===== config.mk =====
export PLATFORM = sky130hd
export DESIGN_NAME = alu_arbiter
export DESIGN_NICKNAME = d
export VERILOG_FILES = /design/src/rtl/alu_arbiter.sv
export SDC_FILE = /design/constraint.sdc
export NUM_CORES = 1
export LEC_CHECK = 0
export ABC_AREA = 1
export ABC_CLOCK_PERIOD_IN_PS = 1850
export CELL_PAD_IN_SITES_DETAIL_PLACEMENT = 1
export CELL_PAD_IN_SITES_GLOBAL_PLACEMENT = 2
export CORE_AREA = 3 3 164 166
export DETAILED_ROUTE_END_ITERATION = 6
export DIE_AREA = 0 0 167 169
export HOLD_SLACK_MARGIN = 0.03
export PLACE_DENSITY = 0.81
export SETUP_SLACK_MARGIN = 0.5
export SLEW_MARGIN = 5
export SYNTH_ARGS = -nofsm -noshare
export SYNTH_HDL_FRONTEND = slang
export SYNTH_SLANG_ARGS = --single-unit
export TNS_END_PERCENT = 100

===== constraint.sdc =====
create_clock -name clk -period 1.85 [get_ports clk]
set_clock_uncertainty 0.1 [all_clocks]
set_input_delay 0.4625 -clock clk [delete_from_list [all_inputs] [get_ports clk]]
set_output_delay 0.4625 -clock clk [all_outputs]
set_load 0.01 [all_outputs]

===== src/rtl/alu_arbiter.sv =====
// alu_arbiter: two-requester round-robin front end for one shared combinational ALU.
// Each accepted operation is latched into the ALU operand registers, executed for one
// cycle, and its result is held on the response port until the consumer takes it.
module alu_arbiter #(
    parameter int unsigned WIDTH = 32,
    parameter int unsigned OPW   = 3
) (
    input  logic             clk,
    input  logic             reset,
    input  logic             req0_valid,
    output logic             req0_ready,
    input  logic [WIDTH-1:0] req0_a,
    input  logic [WIDTH-1:0] req0_b,
    input  logic [OPW-1:0]   req0_op,
    input  logic             req1_valid,
    output logic             req1_ready,
    input  logic [WIDTH-1:0] req1_a,
    input  logic [WIDTH-1:0] req1_b,
    input  logic [OPW-1:0]   req1_op,
    output logic             resp_valid,
    input  logic             resp_ready,
    output logic [WIDTH-1:0] resp_data,
    output logic             resp_id,
    output logic             busy,
    output logic [WIDTH-1:0] alu_a,
    output logic [WIDTH-1:0] alu_b,
    output logic [OPW-1:0]   alu_op,
    input  logic [WIDTH-1:0] alu_c
);

    localparam logic [1:0] ST_IDLE = 2'd0;
    localparam logic [1:0] ST_EXEC = 2'd1;
    localparam logic [1:0] ST_RESP = 2'd2;

    logic [1:0]       state_q, state_d;
    logic             last_grant_q, last_grant_d;
    logic             resp_valid_q, resp_valid_d;
    logic [WIDTH-1:0] resp_data_q, resp_data_d;
    logic             resp_id_q, resp_id_d;
    logic [WIDTH-1:0] alu_a_q, alu_a_d;
    logic [WIDTH-1:0] alu_b_q, alu_b_d;
    logic [OPW-1:0]   alu_op_q, alu_op_d;
    // Cleared by reset, set on the first clock after release; keeps both ready
    // outputs low while reset is asserted without using reset as a data signal.
    logic             armed_q;

    logic grant;
    logic accept;
    logic idle;

    // Arbitration: a lone requester wins; on a tie the one not granted last time wins.
    always_comb begin
        grant = 1'b0;
        if (req0_valid && req1_valid) begin
            grant = ~last_grant_q;
        end else if (req1_valid) begin
            grant = 1'b1;
        end
    end

    // Ready is only offered in IDLE, to the current winner.
    always_comb begin
        idle       = (state_q == ST_IDLE) && armed_q;
        req0_ready = idle && req0_valid && !grant;
        req1_ready = idle && req1_valid && grant;
        accept     = req0_ready || req1_ready;
    end

    // Sequencer next-state and datapath register updates.
    always_comb begin
        state_d      = state_q;
        last_grant_d = last_grant_q;
        resp_valid_d = resp_valid_q;
        resp_data_d  = resp_data_q;
        resp_id_d    = resp_id_q;
        alu_a_d      = alu_a_q;
        alu_b_d      = alu_b_q;
        alu_op_d     = alu_op_q;
        unique case (state_q)
            ST_IDLE: begin
                if (accept) begin
                    alu_a_d      = grant ? req1_a  : req0_a;
                    alu_b_d      = grant ? req1_b  : req0_b;
                    alu_op_d     = grant ? req1_op : req0_op;
                    resp_id_d    = grant;
                    last_grant_d = grant;
                    state_d      = ST_EXEC;
                end
            end
            ST_EXEC: begin
                resp_data_d  = alu_c;
                resp_valid_d = 1'b1;
                state_d      = ST_RESP;
            end
            ST_RESP: begin
                if (resp_ready) begin
                    resp_valid_d = 1'b0;
                    state_d      = ST_IDLE;
                end
            end
            default: begin
                resp_valid_d = 1'b0;
                state_d      = ST_IDLE;
            end
        endcase
    end

    // State registers; reset aborts any transaction in flight.
    always_ff @(posedge clk or negedge reset) begin
        if (!reset) begin
            state_q      <= ST_IDLE;
            last_grant_q <= 1'b1;
            resp_valid_q <= 1'b0;
            resp_data_q  <= '0;
            resp_id_q    <= 1'b0;
            alu_a_q      <= '0;
            alu_b_q      <= '0;
            alu_op_q     <= '0;
            armed_q      <= 1'b0;
        end else begin
            state_q      <= state_d;
            last_grant_q <= last_grant_d;
            resp_valid_q <= resp_valid_d;
            resp_data_q  <= resp_data_d;
            resp_id_q    <= resp_id_d;
            alu_a_q      <= alu_a_d;
            alu_b_q      <= alu_b_d;
            alu_op_q     <= alu_op_d;
            armed_q      <= 1'b1;
        end
    end

    // Output mapping.
    always_comb begin
        resp_valid = resp_valid_q;
        resp_data  = resp_data_q;
        resp_id    = resp_id_q;
        busy       = (state_q != ST_IDLE);
        alu_a      = alu_a_q;
        alu_b      = alu_b_q;
        alu_op     = alu_op_q;
    end

endmodule


==> results of run 1 <==
## worst max path at each step
stage	startpoint	to	slack, ps	depth (start not counted)
after floorplan	state_q[1]$_DFFE_PN0P_	req1_ready	310	6
after global placement	req0_valid	req0_ready	-550	5
after detailed placement	req0_valid	req0_ready	-560	5
after CTS	state_q[1]$_DFFE_PN0P_	req0_ready	-40	4
after global routing	state_q[1]$_DFFE_PN0P_	req0_ready	-80	4
final	state_q[1]$_DFFE_PN0P_	req0_ready	-3	4
## worst reg2reg max path, stage by stage, from the launching register on
cell and delay (ps):
sky130_fd_sc_hd__dfrtp_1 420, sky130_fd_sc_hd__nor2_4 90, sky130_fd_sc_hd__nand3_4 80, sky130_fd_sc_hd__buf_4 650
sky130_fd_sc_hd__nand3_1 240, sky130_fd_sc_hd__nand2_1 100
## synth_stat cells, drive strengths merged
master	instances
nand2	343
nand3	167
dfrtp	104
buf	30
clkbuf	23
inv	7
nor2	3
o21ai	3
a21oi	1
conb	1
dfstp	1
## cell families after synthesis
logic type,after synthesis,synth area share
AOI/OAI and AO/OA,4,0.004680
buffers and inverters,60,0.05568
DFF,105,0.5176
other,1,0.0007384
and+or+nand+nor,513,0.4213
## through the flow
step / area [um^2] / utilization / cells
after floorplan: 5180 / - / 683
after global placement: 8297 / 0.3220 / 1262
after detailed placement: 8297 / 0.3220 / 1262
after CTS: 8586 / 0.3333 / 1280
after global routing: 8586 / 0.3333 / 1309
final: 8586 / 0.3333 / 1309
## what timing repair did
action	CTS	global route
hold buffers	1	0
endpoints found under the hold margin	3	0
pin swaps	4	0
buffers inserted	2	29
gates resized for setup	189	190
endpoints found under the setup margin	207	208
## power by group through the flow
stage	Combinational [W]	Clock [W]	Sequential, W
floorplan	0.00186	0	0.00452
CTS	0.00580	0.00197	0.00409
finish	0.00565	0.00184	0.00410
detailed placement	0.00581	0	0.00407
global route	0.00626	0.00203	0.00424
global placement	0.00577	0	0.00401
## state kept, by name, summed over array words and instances, names as in the netlist, 2 cells and up
name       count
resp_data     32
alu_b         32
alu_op         3
state_q        2
alu_a         32
## per-layer routing
layer  up-vias  wire length (um)
met5         -                17
met4         4               241
met3        15              1944
met2       209              9539
met1      2709              9681
li1       2750                 -
## final cells by class
type / count / area share
timing repair buffer: 329 / 0.3495
sequential: 105 / 0.3063
multi-input combinational: 518 / 0.2603
tap: 335 / 0.04882
clock buffer: 9 / 0.02623
clock inverter: 6 / 0.004955
inverter: 7 / 0.003935
## layout by cell type (no fill, tap or decap), types with 4 or more instances in the layout
cell,n
sky130_fd_sc_hd__buf_12,6
sky130_fd_sc_hd__buf_2,22
sky130_fd_sc_hd__buf_4,48
sky130_fd_sc_hd__buf_6,47
sky130_fd_sc_hd__clkbuf_16,9
sky130_fd_sc_hd__clkbuf_2,36
sky130_fd_sc_hd__clkdlybuf4s50_1,168
sky130_fd_sc_hd__dfrtp_1,103
sky130_fd_sc_hd__nand2_1,339
sky130_fd_sc_hd__nand2_4,4
sky130_fd_sc_hd__nand3_1,166
==> impl_metrics.toml, run 1 <==
[status]
status = "finished with violations"
violations_in_the_final_reports = "negative setup slack"

[clocking]
numCtsBuffers = 9
htree_num_levels = 3
clock_insertion_delay_worst_skew_ps = 340
clock_transition_at_the_register_clock_pins_on_the_worst_setup_and_hold_paths_after_cts_ps = 80
tritoncts_num_sinks = 105
cts_tree = "built"
clockBufferDepth = 2
cts_root_buffer = "sky130_fd_sc_hd__clkbuf_16"

[synthesis]
ys_ff_latch = 105
syn_avg_cell_area_um2 = 7.436
mappedNetlistArea_mm2 = 0.005079
synth_area_leaders = "sky130_fd_sc_hd__dfrtp_1 (51%), sky130_fd_sc_hd__nand2_1 (25%), sky130_fd_sc_hd__nand3_1 (16%)"
synth_warnings = 0
postSynthCellCount = 683
synth-seq-area-share = 0.5176
synth.lib_cells_used.distinct = 17
synth_area_leader_cell = "sky130_fd_sc_hd__dfrtp_1"
synthesis.nets = 854
portion_of_synthesized_cell_area_occupied_by_the_leading_cell_type = 0.5124

[global_routing]
use_met2 = 0.2341
grt_use_total = 0.1469
maximum_number_of_pins_on_one_net_before_global_route_repair = 70
globalRouteMet3Util = 0.04694
wire_length_of_the_first_global_routing_pass_mm = 33.09
grtUsageMet1 = 0.1944
globalRouteOverflowTotal = 0
grt_pass1_vias = 5773
antenna_found_initial = 2
grt.busiest_layer = "met2"

[worst_setup_path]
timing.critical_path.max_delay_family = "flip-flops"
arrival_ps = 1290
crit_path_max_incr_delay_ps = 430
timing.reg2reg.worst_path_depth = 5
cp_common_cell = "sky130_fd_sc_hd__nor2_4"
worst-path-buf-inv = 1
worstSetupEndpointType = "output pin"
worstPathCellList = "nor2_4 > nand3_4 > nor2_4 > buf_6"
reg2reg_slack_ps = 120
critPathKind = "reg2out"
r2r_start = "state_q[1]$_DFFE_PN0P_"
critical_path.slowest_cell = "sky130_fd_sc_hd__dfrtp_1"
required_ps = 1290
critical_path_peak_fanout = 3
r2r-end = "alu_a[7]$_DFFE_PN0P_"
nature_of_the_critical_path_startpoint = "flip-flop"

[placement]
dpl.hpwl_mm = 14.98
routabilityCongestion = 0.7812
detailedPlace.worstSlack_ps = -560.3
numPortBuffers = 274

[die]
die_area_mm2 = 0.02822
coreArea_mm2 = 0.02576
chipHeight_um = 169
ios = 275
starting_density_of_the_core = 0.1971
fp-row-count = 59
dieWidth_um = 167

[cells_and_area]
antenna_cells = 0
ff_latch_area_mm2 = 0.002630
layout.nets = 1141
layout-drive-gt1-share = 0.1940
num-fill-cells = 3125
multi_input_comb_area_mm2 = 0.002235
area.growth.synth_to_final_pct = 69.06

[timing]
fin_ws_ps = -3.255
report.final.hold_viol_count = 0
tns_ps = -3.255
finalSetupViolCount = 1
timing.final.crit_period_ps = 1853
tightestPinTransition_ps = 837.0
max_slew_margin = 0.4420
min_period_over_period = 1.002
timing.hold.ws_ps = 356.6
rsz0062_at_grt = "true"
max_clk_rate_mhz = 539.6
timing_max_transition_violations_final = 0

[drt]
totalWireLength_mm = 21.43
postRouteAntennaNets = 0
drcViolationCount = 0
post_drt_via_cell_ratio = 4.345
dr.first_iter.drc_count = 258
routed_wl_per_cell_um = 16.37
iteration_count_of_the_initial_detailed_routing_pass = 4
dr_total_vias = 5687

[power]
fin_total_pwr_w = 0.01160
p_seq_frac = 0.354
power.share.combinational = 0.487
netSwitchingPower_w = 0.004492
ir_worst_vdd_uv = 441.5
pwr-share-clk = 0.159
powerDensity_mw_per_mm2 = 1351
power.share.switching = 0.3873
static-leakage-power_nw = 4.454
p_int_w = 0.007108

[run]
number_of_max_capacitance_violations_reported = 0

[min_path]
holdCritPathClass = "in2async"
(Power assumes the default switching activity.)
==> run 2: changes to the inputs <==
--- a/constraint.sdc
+++ b/constraint.sdc
@@ -3,3 +3,3 @@
 set_input_delay 0.4625 -clock clk [delete_from_list [all_inputs] [get_ports clk]]
 set_output_delay 0.4625 -clock clk [all_outputs]
-set_load 0.01 [all_outputs]
+set_load 0.1 [all_outputs]
==> impl_metrics.toml, run 2 (synthesized netlist as in run 1, its figures left out) <==
[worst_setup_path]
crit_path_max_incr_delay_ps = 540
timing.critical_path.max_delay_family = "flip-flops"
required_ps = 1290
cp_common_cell = "sky130_fd_sc_hd__nand2_4"
worst-path-buf-inv = 3
critPathKind = "reg2out"
worstPathCellList = "nand2_2 > nand2_4 > inv_4 > nand2_4 > clkinvlp_4 > buf_12"
arrival_ps = 1440
critical_path.slowest_cell = "sky130_fd_sc_hd__dfstp_2"
critical_path_peak_fanout = 2
worstSetupEndpointType = "output pin"
nature_of_the_critical_path_startpoint = "flip-flop"

[clocking]
clock_insertion_delay_worst_skew_ps = 340
tritoncts_num_sinks = 105
htree_num_levels = 3
cts_root_buffer = "sky130_fd_sc_hd__clkbuf_16"
clock_transition_at_the_register_clock_pins_on_the_worst_setup_and_hold_paths_after_cts_ps = 70
clockBufferDepth = 2
numCtsBuffers = 9
cts_tree = "built"

[timing]
max_clk_rate_mhz = 499.3
min_period_over_period = 1.083
tns_ps = -8911
rsz0062_at_grt = "true"
timing.final.crit_period_ps = 2003
finalSetupViolCount = 95
timing.hold.ws_ps = 423.2
timing_max_transition_violations_final = 0
report.final.hold_viol_count = 0
fin_ws_ps = -152.6

[cells_and_area]
area.growth.synth_to_final_pct = 134.9
final_common_cell = "sky130_fd_sc_hd__nand2_1"
layout-drive-gt1-share = 0.4832
layout_common_cells = "sky130_fd_sc_hd__nand2_1 (278), sky130_fd_sc_hd__clkdlybuf4s50_1 (167), sky130_fd_sc_hd__buf_12 (126)"
layout.core_utilization = 0.4631
layout.nets = 1238
antenna_cells = 0

[die]
starting_density_of_the_core = 0.1971
coreArea_mm2 = 0.02576
fp-row-count = 59
chipHeight_um = 169
die_area_mm2 = 0.02822
dieWidth_um = 167
ios = 275

[run]
number_of_max_capacitance_violations_reported = 0

[global_routing]
antenna_found_initial = 0
globalRouteMet3Util = 0.04157
wire_length_of_the_first_global_routing_pass_mm = 37.25
maximum_number_of_pins_on_one_net_before_global_route_repair = 68
grtUsageMet1 = 0.1974
globalRouteOverflowTotal = 0
grt_pass1_vias = 6412
grt.busiest_layer = "met2"
use_met2 = 0.3075
grt_use_total = 0.1684

[drt]
routed_wl_per_cell_um = 17.95
dr.first_iter.drc_count = 244
dr_total_vias = 6136
postRouteAntennaNets = 0
drcViolationCount = 0
iteration_count_of_the_initial_detailed_routing_pass = 4
totalWireLength_mm = 25.25
post_drt_via_cell_ratio = 4.361

[power]
ir_worst_vdd_uv = 1603
powerDensity_mw_per_mm2 = 2170
fin_total_pwr_w = 0.02589
static-leakage-power_nw = 5.628

[status]
violations_in_the_final_reports = "negative setup slack"
status = "finished with violations"

[placement]
routabilityCongestion = 0.7547
dpl.hpwl_mm = 15.53
numPortBuffers = 274

[min_path]
holdCritPathClass = "reg2reg"
[run 2: stage by stage]
stage	setup slack [ps]	cell area (um^2)	cells
after floorplan	-93.40	5285	683
after global placement	-233.9	9512	1261
after detailed placement	-250.1	9512	1261
after CTS	-174.2	11140	1354
after global routing	-229.0	11930	1407
final	-152.6	11930	1407
[run 2: worst reg2reg max path: stages (launching register included)]
cell,delay (ps)
sky130_fd_sc_hd__dfrtp_1,430
sky130_fd_sc_hd__inv_2,130
sky130_fd_sc_hd__nand2_8,60
sky130_fd_sc_hd__nor2_4,100
sky130_fd_sc_hd__nand2_4,70
sky130_fd_sc_hd__buf_6,110
sky130_fd_sc_hd__buf_6,100
sky130_fd_sc_hd__buf_6,110
sky130_fd_sc_hd__buf_8,120
sky130_fd_sc_hd__buf_12,150
sky130_fd_sc_hd__buf_12,130
sky130_fd_sc_hd__buf_12,140
sky130_fd_sc_hd__nand3_2,70
sky130_fd_sc_hd__nand2_2,60
[run 2: timing repair]
item | in CTS | in global routing
endpoints found under the setup margin | 208 | 237
hold endpoints to repair | 18 | 0
cloned | 13 | 0
setup buffers | 63 | 53
hold buffers | 1 | 0
gates resized for setup | 107 | 102
pin swaps | 17 | 28
[run 2: report_power, final]
group / switching, W / total [W] / internal [W]
logic: 0.0115 / 0.0191 / 0.00757
registers: 0.00130 / 0.00492 / 0.00362
clock network: 0.000912 / 0.00191 / 0.000997
[run 2: path summary, 6_finish.rpt]
path / start / to / slack, ps / depth (start not counted)
min in group asynchronous: reset / alu_b[24]$_DFFE_PN0P_ / 490 / 2
max in group asynchronous: reset / alu_b[12]$_DFFE_PN0P_ / 650 / 3
hold reg to reg: last_grant_q$_DFFE_PN1P_ / last_grant_q$_DFFE_PN1P_ / 420 / 2
hold / removal: last_grant_q$_DFFE_PN1P_ / last_grant_q$_DFFE_PN1P_ / 420 / 2
setup / recovery: last_grant_q$_DFFE_PN1P_ / req1_ready / -150 / 6
setup reg to reg: state_q[1]$_DFFE_PN0P_ / alu_a[9]$_DFFE_PN0P_ / -130 / 13
[run 2: area by class of cell]
type / instances / area, um^2
Sequential cell: 105 / 2756
Multi-Input combinational cell: 518 / 2892
Fill cell: 2874 / 13830
Timing Repair Buffer: 426 / 5544
Clock buffer: 13 / 260.3
Inverter: 7 / 35.03
Tap cell: 335 / 419.2
Clock inverter: 3 / 25.02
[run 2: metal layers]
metal / vias to the layer above / wire (um)
li1: 2954 / -
met1: 2955 / 9839
met2: 199 / 13500
met3: 28 / 1470
met4: 0 / 445
met5: - / 0
==> run 3: changes to the inputs <==
- SKIP_CTS_REPAIR_TIMING: unset -> 1
==> impl_metrics.toml, run 3 (synthesized netlist as in run 1, its figures left out) <==
[status]
status = "finished with violations"
violations_in_the_final_reports = "negative setup slack"

[drt]
post_drt_via_cell_ratio = 4.333
postRouteAntennaNets = 0
drcViolationCount = 0
totalWireLength_mm = 22.96
routed_wl_per_cell_um = 17.69
iteration_count_of_the_initial_detailed_routing_pass = 4
dr_total_vias = 5624
dr.first_iter.drc_count = 283

[timing]
min_period_over_period = 1.093
max_clk_rate_mhz = 494.4
timing.final.crit_period_ps = 2022
rsz0062_at_grt = "true"
timing.hold.ws_ps = 383.6
timing_max_transition_violations_final = 0
finalSetupViolCount = 2
report.final.hold_viol_count = 0
fin_ws_ps = -172.5

[die]
fp-row-count = 59
ios = 275
dieWidth_um = 167
chipHeight_um = 169
starting_density_of_the_core = 0.1971
die_area_mm2 = 0.02822
coreArea_mm2 = 0.02576

[global_routing]
antenna_found_initial = 0
grt_pass1_vias = 5754
maximum_number_of_pins_on_one_net_before_global_route_repair = 68
grt_use_total = 0.1455
globalRouteOverflowTotal = 0
wire_length_of_the_first_global_routing_pass_mm = 32.82

[power]
p_int_w = 0.01034
power.share.switching = 0.5527
netSwitchingPower_w = 0.01278
power.share.combinational = 0.706
static-leakage-power_nw = 4.849
powerDensity_mw_per_mm2 = 2230
ir_worst_vdd_uv = 1601
pwr-share-clk = 0.082
p_seq_frac = 0.212

[clocking]
clock_transition_at_the_register_clock_pins_on_the_worst_setup_and_hold_paths_after_cts_ps = 70
numCtsBuffers = 9
tritoncts_num_sinks = 105
cts_root_buffer = "sky130_fd_sc_hd__clkbuf_16"
clockBufferDepth = 2
htree_num_levels = 3
clock_insertion_delay_worst_skew_ps = 340
cts_tree = "built"

[cells_and_area]
final_common_cell = "sky130_fd_sc_hd__nand2_1"
layout-drive-gt1-share = 0.3188
finish.instance_area_mm2 = 0.01037
area.growth.synth_to_final_pct = 104.2
layout_common_cells = "sky130_fd_sc_hd__nand2_1 (334), sky130_fd_sc_hd__clkdlybuf4s50_1 (167), sky130_fd_sc_hd__nand3_1 (142)"
antenna_cells = 0
num-fill-cells = 2922
layout.nets = 1129

[min_path]
holdCritPathClass = "reg2reg"

[worst_setup_path]
required_ps = 1290
crit_path_max_incr_delay_ps = 450
critical_path.slowest_cell = "sky130_fd_sc_hd__dfrtp_2"
worstSetupEndpointType = "output pin"
arrival_ps = 1460
critPathKind = "reg2out"
worstPathCellList = "nor2_2 > nand3_2 > nor2_4 > buf_12"
nature_of_the_critical_path_startpoint = "flip-flop"
critical_path_peak_fanout = 3

[placement]
routabilityCongestion = 0.7547
dpl.hpwl_mm = 15.53
cell_area_reported_after_detailed_placement_mm2 = 0.009512
numPortBuffers = 274

[run]
number_of_max_capacitance_violations_reported = 0
run 3: changes by cell type in the layout (fill, tap and decap cells not counted), moves of 3 or more:
cell,change
sky130_fd_sc_hd__buf_4,-88
sky130_fd_sc_hd__nand2_1,+56
sky130_fd_sc_hd__nand3_1,+45
sky130_fd_sc_hd__nand3_2,-41
sky130_fd_sc_hd__nand2_2,-36
sky130_fd_sc_hd__nand2_4,-19
sky130_fd_sc_hd__buf_6,-10
sky130_fd_sc_hd__buf_16,-9
sky130_fd_sc_hd__clkbuf_16,+8
sky130_fd_sc_hd__buf_12,-7
sky130_fd_sc_hd__nand3_4,-4
sky130_fd_sc_hd__bufbuf_16,-3
run 3: final cells by class:
class | instances | area [um^2] | area share
Clock inverter | 3 | 25.02 | 0.002413
Multi-Input combinational cell | 518 | 2384 | 0.2299
Tap cell | 335 | 419.2 | 0.04042
Inverter | 7 | 35.03 | 0.003379
Timing Repair Buffer | 317 | 4489 | 0.4330
Clock buffer | 13 | 260.3 | 0.02510
Sequential cell | 105 | 2756 | 0.2658
run 3: metrics by stage:
stage	setup WS, ps	total power (W)	TNS (ps)	instances	util
3_3_place_gp	-233.9	0.02069	-9561	1261	0.3692
2_1_floorplan	-93.40	0.01408	-178.2	683	-
6_report	-172.5	0.02312	-327.6	1298	0.4025
5_1_grt	-226.5	0.02404	-449.7	1298	0.4025
3_5_place_dp	-250.1	0.02083	-11090	1261	0.3692
4_1_cts	-257.3	0.02278	-496.1	1277	0.3803
run 3: path summary, 6_finish.rpt:
check	slack, ps	endpoint	from	cells after the start
worst min-delay path	380	last_grant_q$_DFFE_PN1P_	last_grant_q$_DFFE_PN1P_	2
min in group asynchronous	500	alu_b[24]$_DFFE_PN0P_	reset	2
worst max-delay path	-170	req0_ready	state_q[0]$_DFFE_PN0P_	4
worst max register to register	220	alu_a[5]$_DFFE_PN0P_	state_q[0]$_DFFE_PN0P_	7
worst min register to register	380	last_grant_q$_DFFE_PN1P_	last_grant_q$_DFFE_PN1P_	2
max in group asynchronous	600	alu_a[1]$_DFFE_PN0P_	reset	3
run 3: worst max-delay path, delay by kind of cell (launching register included):
family                 cells  cell delay, ps
and+or+nand+nor            3             470
DFF                        1             450
buffers and inverters      1             180
run 3: power groups by stage:
stage | clock network (W) | logic, W | registers, W
5_1_grt | 0.00207 | 0.0169 | 0.00506
3_5_place_dp | 0 | 0.0159 | 0.00492
2_1_floorplan | 0 | 0.00195 | 0.0121
3_3_place_gp | 0 | 0.0158 | 0.00487
6_report | 0.00189 | 0.0163 | 0.00491
4_1_cts | 0.00198 | 0.0159 | 0.00487
run 3: metal layers:
layer,GRT usage,up-vias,share of wire
met5,0,-,0
met4,0.03910,0,0.011
met3,0.03596,16,0.057
met2,0.2520,186,0.52
met1,0.1816,2693,0.41
li1,-,2729,-
